==> config.mk <==
export PLATFORM = sky130hd
export DESIGN_NAME = ula_sequencer_flat
export DESIGN_NICKNAME = d
export VERILOG_FILES = /design/src/rtl/ula_pkg.sv /design/src/rtl/ula_sequencer_if.sv /design/src/rtl/ula_sequencer.sv /design/src/flat_wrapper.sv
export SDC_FILE = /design/constraint.sdc
export NUM_CORES = 1
export LEC_CHECK = 0
export ABC_AREA = 1
export CORE_AREA = 2 2 64 112
export CTS_CLUSTER_SIZE = 14
export DETAILED_ROUTE_END_ITERATION = 8
export DIE_AREA = 0 0 66 114
export PLACE_DENSITY = 0.75
export SLEW_MARGIN = 5
export SYNTH_ARGS = -nofsm -noshare
export SYNTH_HDL_FRONTEND = slang
export SYNTH_SLANG_ARGS = --single-unit
export TNS_END_PERCENT = 100
==> constraint.sdc <==
create_clock -name clk -period 1.36 [get_ports clk]
set_clock_uncertainty 0.2 [all_clocks]
set_input_delay 0.136 -clock clk [delete_from_list [all_inputs] [get_ports clk]]
set_output_delay 0.136 -clock clk [all_outputs]
set_load 0.01 [all_outputs]
==> src/rtl/ula_pkg.sv <==
// Shared ULA definitions: opcode encodings, flag bit positions and the sequencer state enum.
// Also provides the error predicate used when the frame is executed.
package ula_pkg;

    localparam logic [7:0] OP_ADD = 8'h01;
    localparam logic [7:0] OP_SUB = 8'h02;
    localparam logic [7:0] OP_MUL = 8'h03;
    localparam logic [7:0] OP_DIV = 8'h04;
    localparam logic [7:0] OP_MOD = 8'h05;

    localparam int FLG_Z   = 0;
    localparam int FLG_C   = 1;
    localparam int FLG_S   = 2;
    localparam int FLG_P   = 3;
    localparam int FLG_V   = 6;
    localparam int FLG_ERR = 7;

    typedef enum logic [2:0] {
        FETCH_OP = 3'd0,
        FETCH_A  = 3'd1,
        FETCH_B  = 3'd2,
        EXEC     = 3'd3,
        DONE     = 3'd4
    } seq_state_e;

    // Unknown opcode, or a divide/modulo whose divisor is zero.
    function automatic logic op_err(input logic [7:0] opcode, input logic [7:0] operand_b);
        logic valid_op;
        logic div_like;
        valid_op = (opcode >= OP_ADD) && (opcode <= OP_MOD);
        div_like = (opcode == OP_DIV) || (opcode == OP_MOD);
        return !valid_op || (div_like && (operand_b == 8'h00));
    endfunction

endpackage

==> src/rtl/ula_sequencer_if.sv <==
// Byte stream, ULA operand/result and result-port signals of the ULA sequencer.
// slave = sequencer side, master = surrounding environment (source, ULA, sink).
interface ula_sequencer_if #(
    parameter int CNT_W = 16
);
    logic [7:0]       in_data;
    logic             in_valid;
    logic             in_ready;

    logic [7:0]       ula_opcode;
    logic [7:0]       ula_a;
    logic [7:0]       ula_b;
    logic [7:0]       ula_result;
    logic [7:0]       ula_flags;

    logic             res_valid;
    logic             res_ready;
    logic [7:0]       res_data;
    logic [7:0]       res_flags;
    logic             res_err;
    logic [CNT_W-1:0] op_count;

    modport slave (
        input  in_data, in_valid, ula_result, ula_flags, res_ready,
        output in_ready, ula_opcode, ula_a, ula_b,
               res_valid, res_data, res_flags, res_err, op_count
    );

    modport master (
        output in_data, in_valid, ula_result, ula_flags, res_ready,
        input  in_ready, ula_opcode, ula_a, ula_b,
               res_valid, res_data, res_flags, res_err, op_count
    );
endinterface

==> src/rtl/ula_sequencer.sv <==
// Assembles opcode/operand1/operand2 bytes into a ULA frame, executes for one cycle, holds the result.
// Latency: result valid one edge after the third byte; backpressure: in_ready low in EXEC/DONE, DONE held until res_ready.
// Result port holds its last capture after the handshake; op_count wraps silently.
module ula_sequencer
    import ula_pkg::*;
#(
    parameter int CNT_W = 16
) (
    input  logic           clk,
    input  logic           rst_n,
    ula_sequencer_if.slave bus
);

    seq_state_e       state_q,     state_d;
    logic             fetch_q,     fetch_d;
    logic [7:0]       opcode_q,    opcode_d;
    logic [7:0]       a_q,         a_d;
    logic [7:0]       b_q,         b_d;
    logic             res_valid_q, res_valid_d;
    logic [7:0]       res_data_q,  res_data_d;
    logic [7:0]       res_flags_q, res_flags_d;
    logic             res_err_q,   res_err_d;
    logic [CNT_W-1:0] op_count_q,  op_count_d;

    logic             in_ready;
    logic             xfer;
    logic             exec_err;

    // fetch_q resets high so the sequencer is ready the first cycle after release;
    // gating with rst_n keeps in_ready low while reset is held.
    assign in_ready = fetch_q && rst_n;
    assign xfer     = bus.in_valid && in_ready;

    always_comb begin
        state_d     = state_q;
        fetch_d     = fetch_q;
        opcode_d    = opcode_q;
        a_d         = a_q;
        b_d         = b_q;
        res_valid_d = res_valid_q;
        res_data_d  = res_data_q;
        res_flags_d = res_flags_q;
        res_err_d   = res_err_q;
        op_count_d  = op_count_q;
        exec_err    = op_err(opcode_q, b_q);

        unique case (state_q)
            FETCH_OP: begin
                if (xfer) begin
                    opcode_d = bus.in_data;
                    state_d  = FETCH_A;
                end
            end
            FETCH_A: begin
                if (xfer) begin
                    a_d     = bus.in_data;
                    state_d = FETCH_B;
                end
            end
            FETCH_B: begin
                if (xfer) begin
                    b_d     = bus.in_data;
                    fetch_d = 1'b0;
                    state_d = EXEC;
                end
            end
            EXEC: begin
                // The ULA has seen stable operands for this whole cycle; sample it now.
                res_data_d  = exec_err ? 8'h00 : bus.ula_result;
                res_flags_d = {exec_err, bus.ula_flags[FLG_ERR-1:0]};
                res_err_d   = exec_err;
                res_valid_d = 1'b1;
                state_d     = DONE;
            end
            DONE: begin
                if (bus.res_ready) begin
                    op_count_d  = op_count_q + CNT_W'(1);
                    res_valid_d = 1'b0;
                    fetch_d     = 1'b1;
                    state_d     = FETCH_OP;
                end
            end
            default: begin
                res_valid_d = 1'b0;
                fetch_d     = 1'b1;
                state_d     = FETCH_OP;
            end
        endcase
    end

    always_ff @(posedge clk or negedge rst_n) begin
        if (!rst_n) begin
            state_q     <= FETCH_OP;
            fetch_q     <= 1'b1;
            opcode_q    <= 8'h00;
            a_q         <= 8'h00;
            b_q         <= 8'h00;
            res_valid_q <= 1'b0;
            res_data_q  <= 8'h00;
            res_flags_q <= 8'h00;
            res_err_q   <= 1'b0;
            op_count_q  <= '0;
        end else begin
            state_q     <= state_d;
            fetch_q     <= fetch_d;
            opcode_q    <= opcode_d;
            a_q         <= a_d;
            b_q         <= b_d;
            res_valid_q <= res_valid_d;
            res_data_q  <= res_data_d;
            res_flags_q <= res_flags_d;
            res_err_q   <= res_err_d;
            op_count_q  <= op_count_d;
        end
    end

    assign bus.in_ready   = in_ready;
    assign bus.ula_opcode = opcode_q;
    assign bus.ula_a      = a_q;
    assign bus.ula_b      = b_q;
    assign bus.res_valid  = res_valid_q;
    assign bus.res_data   = res_data_q;
    assign bus.res_flags  = res_flags_q;
    assign bus.res_err    = res_err_q;
    assign bus.op_count   = op_count_q;

endmodule

==> src/flat_wrapper.sv <==
// flat-port wrapper written by rule: the top's interface ports become plain ports
module ula_sequencer_flat import ula_pkg::*;
#(
    parameter int CNT_W = 16
)
  (clk, rst_n, bus_in_data, bus_in_valid, bus_ula_result, bus_ula_flags, bus_res_ready, bus_in_ready, bus_ula_opcode, bus_ula_a, bus_ula_b, bus_res_valid, bus_res_data, bus_res_flags, bus_res_err, bus_op_count);
  ula_sequencer_if #(.CNT_W(CNT_W)) bus_i ();
  input  logic clk;
  input  logic rst_n;
  input wire logic [$bits(bus_i.in_data)-1:0] bus_in_data;
  input wire logic [$bits(bus_i.in_valid)-1:0] bus_in_valid;
  input wire logic [$bits(bus_i.ula_result)-1:0] bus_ula_result;
  input wire logic [$bits(bus_i.ula_flags)-1:0] bus_ula_flags;
  input wire logic [$bits(bus_i.res_ready)-1:0] bus_res_ready;
  output wire logic [$bits(bus_i.in_ready)-1:0] bus_in_ready;
  output wire logic [$bits(bus_i.ula_opcode)-1:0] bus_ula_opcode;
  output wire logic [$bits(bus_i.ula_a)-1:0] bus_ula_a;
  output wire logic [$bits(bus_i.ula_b)-1:0] bus_ula_b;
  output wire logic [$bits(bus_i.res_valid)-1:0] bus_res_valid;
  output wire logic [$bits(bus_i.res_data)-1:0] bus_res_data;
  output wire logic [$bits(bus_i.res_flags)-1:0] bus_res_flags;
  output wire logic [$bits(bus_i.res_err)-1:0] bus_res_err;
  output wire logic [$bits(bus_i.op_count)-1:0] bus_op_count;
  assign bus_i.in_data = bus_in_data;
  assign bus_i.in_valid = bus_in_valid;
  assign bus_i.ula_result = bus_ula_result;
  assign bus_i.ula_flags = bus_ula_flags;
  assign bus_i.res_ready = bus_res_ready;
  assign bus_in_ready = bus_i.in_ready;
  assign bus_ula_opcode = bus_i.ula_opcode;
  assign bus_ula_a = bus_i.ula_a;
  assign bus_ula_b = bus_i.ula_b;
  assign bus_res_valid = bus_i.res_valid;
  assign bus_res_data = bus_i.res_data;
  assign bus_res_flags = bus_i.res_flags;
  assign bus_res_err = bus_i.res_err;
  assign bus_op_count = bus_i.op_count;
  ula_sequencer #(.CNT_W(CNT_W)) u_core (.clk(clk), .rst_n(rst_n), .bus(bus_i));
endmodule
== Word-level counts from Yosys, hierarchy flattened ==
Index checks and enable logic that the tools add are counted.
Cells by class
  magnitude comparators: 2
  $add $sub $neg: 1
  bitwise operators: 2
  mux-type cells: 11
  equal/unequal tests: 10
  reduce and logical (&&, ||, !) cells: 18
Operators by type and width (number)
  16-bit by 1-bit adder with 16-bit output (second input constant): 1
  8-bit by 3-bit equality test with 1-bit output (second input constant): 2
  3-bit case mux with 5 select lines: 1
  3-bit 2-to-1 mux: 4
  2-bit AND reduction: 5
  8-bit by 1-bit >= comparator with 1-bit output (second input constant): 1
  8-bit by 3-bit less-or-equal comparator with 1-bit output (second input constant): 1
  8-bit zero test: 1
  8-bit 2-to-1 mux: 1
  3-bit by 2-bit equality test with 1-bit output (second input constant): 2
  2-bit by 1-bit inequality test with 1-bit output (second input constant): 3
  1-bit case mux with 3 select lines: 2
  3-bit OR reduction: 2
  1-bit logical AND: 4
  4-bit AND reduction: 1
  3-bit by 1-bit equality test with 1-bit output (second input constant): 1
  3-bit equality test (second input constant): 1
  3-bit zero test: 1
  1-bit 2-to-1 mux: 3
  3-bit AND reduction: 1
  1-bit logical OR: 2
  2-bit inequality test (second input constant): 1
  1-bit inverter: 2
  1-bit zero test: 1
Word-level totals
  output and inout bits: 59
  word-level logic and storage cells: 54
  register bits after elaboration: 62
  input bits: 28

== Depth between registers and ports, before layout ==
Gate-level depths: netlist of run 1.
  depth in word-level cells: 5
  depth in mapped cells: 8
  depth with buffers taken out: 8

== Least setup slack after synthesis of run 1 ==
OpenSTA, ideal clock, no wires.
  path kind: register to register
  start: reg u_core.fetch_q
  end: reg u_core.b_q[1] (netlist: u_core.bus.ula_b[1])
  setup slack: -0.173 ns
  buffers on the path: 1
  arrival time: 1.210 ns
  cell stages (with the launch flop): 7
  data required time: 1.037 ns
  setup time: 0.123 ns
  period minus slack after synthesis: 1.533 ns
  cells stage by stage: dfstp_2 > nand2_1 > inv_1 > nand2_2 > clkbuf_1 > o21ai_0 > nand2_1
On the way
  cells in the longest elaborated chain, start to end: 3
RTL lines
  start, declared: line ula_sequencer.sv:15  | logic fetch_q, fetch_d;
  start signal, assigned: line ula_sequencer.sv:105  | fetch_q <= fetch_d;
  1-bit logical AND: line ula_sequencer.sv:31  | assign in_ready = fetch_q && rst_n;
  named net bus_in_ready: line flat_wrapper.sv:15  | output wire logic [$bits(bus_i.in_ready)-1:0] bus_in_ready;
  1-bit logical AND: line ula_sequencer.sv:32  | assign xfer = bus.in_valid && in_ready;
  2-bit AND reduction (no line)
  end signal, assigned: line ula_sequencer.sv:97  | b_q <= 8'h00;
  end signal, assigned: line ula_sequencer.sv:108  | b_q <= b_d;
  end, declared: line ula_sequencer.sv:18  | logic [7:0] b_q, b_d;
The timed path passes the listed nets, and every way through them passes these cells.
A chain may end at the register's enable or synchronous reset.

== Worst setup path in the final report of run 1 ==
  start: reg u_core.op_count_q[5] (netlist: u_core.bus.op_count[5])
  end: reg u_core.op_count_q[15] (netlist: u_core.bus.op_count[15])
On the way
  cells in the longest elaborated chain, start to end: 1
RTL lines
  start, declared: line ula_sequencer.sv:23  | logic [CNT_W-1:0] op_count_q, op_count_d;
  start signal, assigned: line ula_sequencer.sv:113  | op_count_q <= op_count_d;
  16-bit by 1-bit adder with 16-bit output: line ula_sequencer.sv:77  | op_count_d = op_count_q + CNT_W'(1);
Every way passes these cells.

==> metrics.yaml, run 1 <==
ant_nets: 0
cts-root-buf: "clkbuf_16"
slowest_stage: "dfrtp_1"
place.detailed.hpwl_mm: 4.90
die_area_um2: 7520
setup_viol_count_final: 60
max_stage_delay_ns: 0.39
power_mw: 9.90
timing.slew.headroom_pct: 49.3
syn-cell-area_um2: 2720
first_pass_iters: 4
clk_latency_ns: 0.34
fin_crit_sh_pct: 122
track_usage_pct: 25.0
synth-seq-cells: 61
dieWidth_um: 66
drive_gt1_share_pct: 42.1
crit_top_cell: "nand2_1"
async_flop_share_pct: 100
min_path_type: "in -> async"
synthCells: 315
worst_pin_slew_ns: 0.760
rsz0062_at_grt: "yes"
setup_ws_ns: -0.297
grt_pass1_vias: 2914
syn_to_final_growth_pct: 79.4
synthFlopType: "dfrtp_1"
start_kind: "flop"
wl_per_cell_um: 16.6
coreArea_um2: 6710
fill_cells: 473
grt_max_degree: 62
crit_path_cell_trace: "buf_4 > nand2_1 > nor3_2 > nand4_1 > nand2_1 > inv_1"
critPathArrivalTime_ns: 1.69
via_count: 2867
n_antenna_cell: 0
gp_congestion: 0.835
clock-sinks: 61
drt_iter0_drc: 337
cts_buffers: 9
max-cap-violations: 0
final.min_clock_period_ns: 1.66
drc: 0
critPathRequiredTime_ns: 1.39
antenna_found_initial: 0
whs_ns: -0.187
powerDensity_nw_per_um2: 2030
fmax_mhz: 603
routed_via_density: 5.02
cts_tree: "done"
yosys_warnings: 0
leakage_nw: 2.49
drt-total-wl_mm: 9.50
start_util_pct: 40.6
io_buffers: 85
crit_path_max_fanout: 3
cts_buffer_depth: 2
clk_pin_slew_worst_paths_ns: 0.06
crit_path_end_kind: "flop"
ir_worst_vdd_mv: 1.39
hold_violations: 60
nets: 511
fin_tns_setup_ns: -9.82
rows: 40
boundaryPins: 87
syn_nets: 344
status: "complete, but fails checks"
drv_slew: 0
overflow: 0
htreeDepth: 3
ys_seq_area_share_pct: 56.1
multi_input_area_um2: 1420
violations: "negative hold slack, negative setup slack"
crit_type: "reg -> reg"
seq_area_um2: 1540
synth-edff-count: 0
syn_area_per_cell_um2: 8.64
die_h_um: 114
grt_pass1_wl_mm: 14.0
yosysUniqueCellTypes: 25
## logic make-up (layout without fill, tap and decap cells)
group                      count (synthesis)  after routing  synth area share [%]
DFF                                       61             61                  56.1
and+or+nand+nor                          193            196                  31.5
adders and majority gates                  1              1                 0.460
buffers and inverters                     30            199                  5.01
xor gates and xnor gates                  10             10                  3.22
AOI/OAI and AO/OA                         20             20                  3.68
## layer usage
layer / vias up / global-route usage (%) / share of wire [%] / wire (µm)
met5: - / 0 / 0 / 0
met4: 0 / 16.9 / 3.8 / 361
met3: 26 / 4.54 / 4.8 / 460
met2: 119 / 43.4 / 55 / 5240
met1: 1391 / 26.9 / 36 / 3440
li1: 1331 / - / - / -
## final timing paths
path | start | slack (ns) | cells past startpoint | end
setup / recovery | u_core.bus.op_count[5] | -0.30 | 6 | u_core.bus.op_count[15]
hold / removal | rst_n | -0.19 | 2 | u_core.bus.op_count[3]
min in group clk | bus_ula_flags[3] | 0.14 | 3 | u_core.bus.res_flags[3]
hold reg to reg | u_core.bus.res_flags[3] | 0.27 | 2 | u_core.bus.res_flags[3]
max in group asynchronous | rst_n | 0.60 | 2 | u_core.state_q[1]
setup reg to reg | u_core.bus.op_count[5] | -0.30 | 6 | u_core.bus.op_count[15]
## synthesized netlist by cell type, types with 2 or more instances
cell type	count	area share (%)
inv_1	19	2.6
nand3b_1	9	2.5
xor2_1	5	1.6
nor3_1	4	0.74
o21ai_0	18	3.3
nand2_2	3	0.69
nand2_1	141	19
nor2_1	12	1.7
nand3_1	11	2.0
inv_2	4	0.55
nor2_4	5	2.1
nor2_2	2	0.46
dfrtp_1	60	55
buf_4	4	1.1
xnor2_1	5	1.6
nand4_1	4	0.92
## sequential cells by signal (all words and copies together) (netlist names)
name,count
u_core.bus.res_valid,1
u_core.bus.op_count,16
u_core.bus.res_err,1
u_core.bus.res_data,8
u_core.fetch_q,1
u_core.bus.ula_a,8
u_core.bus.res_flags,7
u_core.state_q,3
u_core.bus.ula_b,8
u_core.bus.ula_opcode,8
## per-stage QoR
stage               std cells  utilization, %  setup slack, ns  instance area (µm²)
floorplan                 315               -          -0.0734                 2750
CTS                       565            69.1           -0.196                 4630
global placement          514            58.6           -0.202                 3930
detailed placement        514            58.6           -0.279                 3930
global route              571            72.8           -0.379                 4880
finish                    571            72.8           -0.297                 4880
## worst max-delay path, delay by kind of cell (launching register included)
family	cells	cell delay, ns
AND/OR/NAND/NOR	4	0.76
flip-flops	1	0.39
buffers and inverters	2	0.20
## placed cells by master (no fill, tap or decap), drive strengths merged, types with 12 or more instances in the layout
| cell | count |
|---|---|
| o21ai | 19 |
| clkbuf | 21 |
| nor2 | 21 |
| clkdlybuf4s15 | 12 |
| dfrtp | 60 |
| buf | 89 |
| dlygate4sd2 | 25 |
| clkdlybuf4s50 | 25 |
| inv | 23 |
| nand2 | 145 |
| nand3 | 12 |
## power breakdown
group | internal, mW | total, mW | leakage [nW] | switching (mW)
sequential | 2.50 | 3.02 | 0.774 | 0.523
combinational | 2.34 | 4.77 | 1.59 | 2.44
clock | 1.33 | 2.10 | 0.134 | 0.773
total | 6.16 | 9.90 | 2.49 | 3.74
## what timing repair did
action                                 in CTS  in global routing
pin swaps                                  27                 39
endpoints found under the hold margin      60                 60
cloned                                      7                  0
setup buffers                              29                 12
setup endpoints to repair                 113                 80
resized for setup                         197                 83
## final cells by class
class,instances,area share [%]
Clock inverter,1,0.102
Timing Repair inverter,2,0.307
Sequential cell,61,31.5
Clock buffer,15,5.48
Inverter,24,2.25
Timing Repair Buffer,157,29.1
Tap cell,84,2.15
Multi-Input combinational cell,227,29.1
Power figures use the tool's default switching activity.
==> run 2: changes to the inputs <==
--- a/config.mk
+++ b/config.mk
@@ -10,6 +10,7 @@
 export CTS_CLUSTER_SIZE = 14
 export DETAILED_ROUTE_END_ITERATION = 8
 export DIE_AREA = 0 0 66 114
+export MAX_ROUTING_LAYER = met4
 export PLACE_DENSITY = 0.75
 export SLEW_MARGIN = 5
 export SYNTH_ARGS = -nofsm -noshare
==> metrics.yaml, run 2 (synthesized netlist as in run 1, its figures left out) <==
critPathRequiredTime_ns: 1.38  # about the same
grt_pass1_vias: 2916  # +0.069%
slowest_stage: "dfrtp_1"
dieWidth_um: 66  # unchanged
wl_per_cell_um: 16.6  # -0.23%
critPathArrivalTime_ns: 1.69  # about the same
max_stage_delay_ns: 0.40  # about the same
coreArea_um2: 6710  # unchanged
drive_gt1_share_pct: 42.1  # unchanged
first_pass_iters: 4  # unchanged
fill_cells: 472  # -0.21%
pwr-share-clk_pct: 21.2  # about the same
setup_ws_ns: -0.310  # -0.0126 ns
swShare_pct: 37.6  # -0.11 points
power_mw: 9.88  # -0.15%
fin_tns_setup_ns: -9.69  # +0.129 ns
cts_buffers: 9  # unchanged
fin_crit_sh_pct: 123  # +0.93 points
worst_pin_slew_ns: 0.758  # -0.00247 ns
layout_commonest_cell: "nand2_1"
p_switching_mw: 3.72  # -0.43%
cp_num_buf_inv: 2  # unchanged
syn_to_final_growth_pct: 79.5  # about the same
powerDensity_nw_per_um2: 2020  # -0.17%
nets: 511  # unchanged
routed_via_density: 5.04  # +0.45%
seq_area_um2: 1540  # unchanged
ir_worst_vdd_mv: 1.38  # -0.72%
internal_power_mw: 6.16  # about the same
die_area_um2: 7520  # unchanged
htreeDepth: 3  # unchanged
clock-sinks: 61  # unchanged
antenna_found_initial: 0  # unchanged
crit_path_end_kind: "flop"
cts-root-buf: "clkbuf_16"
grt_max_degree: 62  # unchanged
final.min_clock_period_ns: 1.67  # +0.0126 ns
drv_slew: 0  # unchanged
die_h_um: 114  # unchanged
start_kind: "flop"
overflow: 0  # unchanged
violations: "negative hold slack, negative setup slack"
power_frac_seq_pct: 30.5  # about the same
drt-total-wl_mm: 9.48  # -0.23%
crit_top_cell: "nand2_1"
n_antenna_cell: 0  # unchanged
combinationalPowerShare_pct: 48.3  # about the same
drt_iter0_drc: 238  # -29%
timing.slew.headroom_pct: 49.5  # +0.16 points
leakage_nw: 2.49  # about the same
rows: 40  # unchanged
max-cap-violations: 0  # unchanged
largest_reg_flops: 16  # unchanged
gp_congestion: 0.848  # +1.5%
track_usage_pct: 25.7  # +0.65 points
fmax_mhz: 599  # -0.76%
drc: 0  # unchanged
ant_nets: 0  # unchanged
boundaryPins: 87  # unchanged
cts_buffer_depth: 2  # unchanged
setup_viol_count_final: 60  # unchanged
multi_input_area_um2: 1420  # unchanged
place_inst: 514  # unchanged
clk_pin_slew_worst_paths_ns: 0.06  # about the same
stdcell_count: 571  # unchanged
hold_violations: 60  # unchanged
crit_type: "reg -> reg"
layout_common_cells: "nand2_1, dfrtp_1, buf_4"
via_count: 2880  # +0.45%
cp_top_family: "simple AND/OR/NAND/NOR gates"
clk_latency_ns: 0.33  # about the same
whs_ns: -0.189  # -0.00127 ns
io_buffers: 85  # unchanged
crit_path_max_fanout: 3  # unchanged
status: "complete, but fails checks"
place.detailed.hpwl_mm: 4.90  # unchanged
rsz0062_at_grt: "yes"
start_util_pct: 40.6  # unchanged
cts_tree: "done"
min_path_type: "in -> async"
grt_pass1_wl_mm: 14.0  # -0.10%
pre_cts_slack_ns: -0.279  # unchanged
crit_path_cell_trace: "buf_4 > nand2_1 > nor3_2 > nand4_1 > nand2_1 > inv_1"
[run 2: what timing repair did]
item | 4_1_cts | 5_1_grt
buffers inserted | 29 | 12
gates cloned | 7 | 0
resized for setup | 197 | 84
pin swaps | 27 | 38
endpoints found under the setup margin | 113 | 81
endpoints found under the hold margin | 60 | 60
[run 2: power by group through the flow]
stage | Clock, mW | Sequential, mW | Combinational [mW]
after global routing | 2.21 | 3.09 | 5.12
after detailed placement | 0 | 2.93 | 3.68
final | 2.10 | 3.01 | 4.77
after floorplan | 0 | 3.20 | 1.29
after global placement | 0 | 2.91 | 3.63
after CTS | 2.10 | 2.95 | 4.27
[run 2: area by class of cell]
| type | count | share of cell area, % |
|---|---|---|
| timing repair inverter | 2 | 0.307 |
| sequential | 61 | 31.5 |
| multi-input combinational | 227 | 29.1 |
| timing repair buffer | 157 | 29.1 |
| clock inverter | 1 | 0.102 |
| tap | 84 | 2.15 |
| inverter | 24 | 2.25 |
| clock buffer | 15 | 5.48 |
[run 2: metrics by stage]
step	utilization [%]	area [µm²]
after detailed placement	58.6	3930
final	72.8	4880
after global routing	72.8	4880
after global placement	58.6	3930
after CTS	69.1	4630
after floorplan	-	2750
[run 2: final timing paths]
kind	depth (start not counted)	end	slack, ns	startpoint
max reg2reg	6	u_core.bus.op_count[15]	-0.31	u_core.bus.op_count[5]
min in group clk	3	u_core.bus.res_flags[3]	0.14	bus_ula_flags[3]
max	6	u_core.bus.op_count[15]	-0.31	u_core.bus.op_count[5]
max in group asynchronous	2	u_core.state_q[1]	0.60	rst_n
min reg2reg	2	u_core.bus.res_flags[3]	0.27	u_core.bus.res_flags[3]
min	2	u_core.bus.op_count[3]	-0.19	rst_n
[run 2: routing by layer]
layer | wire, µm | GRT usage (%) | up-vias
met5 | 0 | - | -
met4 | 395 | 15.2 | 0
met3 | 419 | 5.33 | 35
met2 | 5200 | 43.4 | 119
met1 | 3460 | 27.0 | 1394
li1 | - | - | 1332
[run 2: worst reg2reg max path: cells and delay by family (launching register included)]
kind	cells	cell delay, ns
AND/OR/NAND/NOR	4	0.77
buffers and inverters	2	0.21
flip-flops	1	0.40
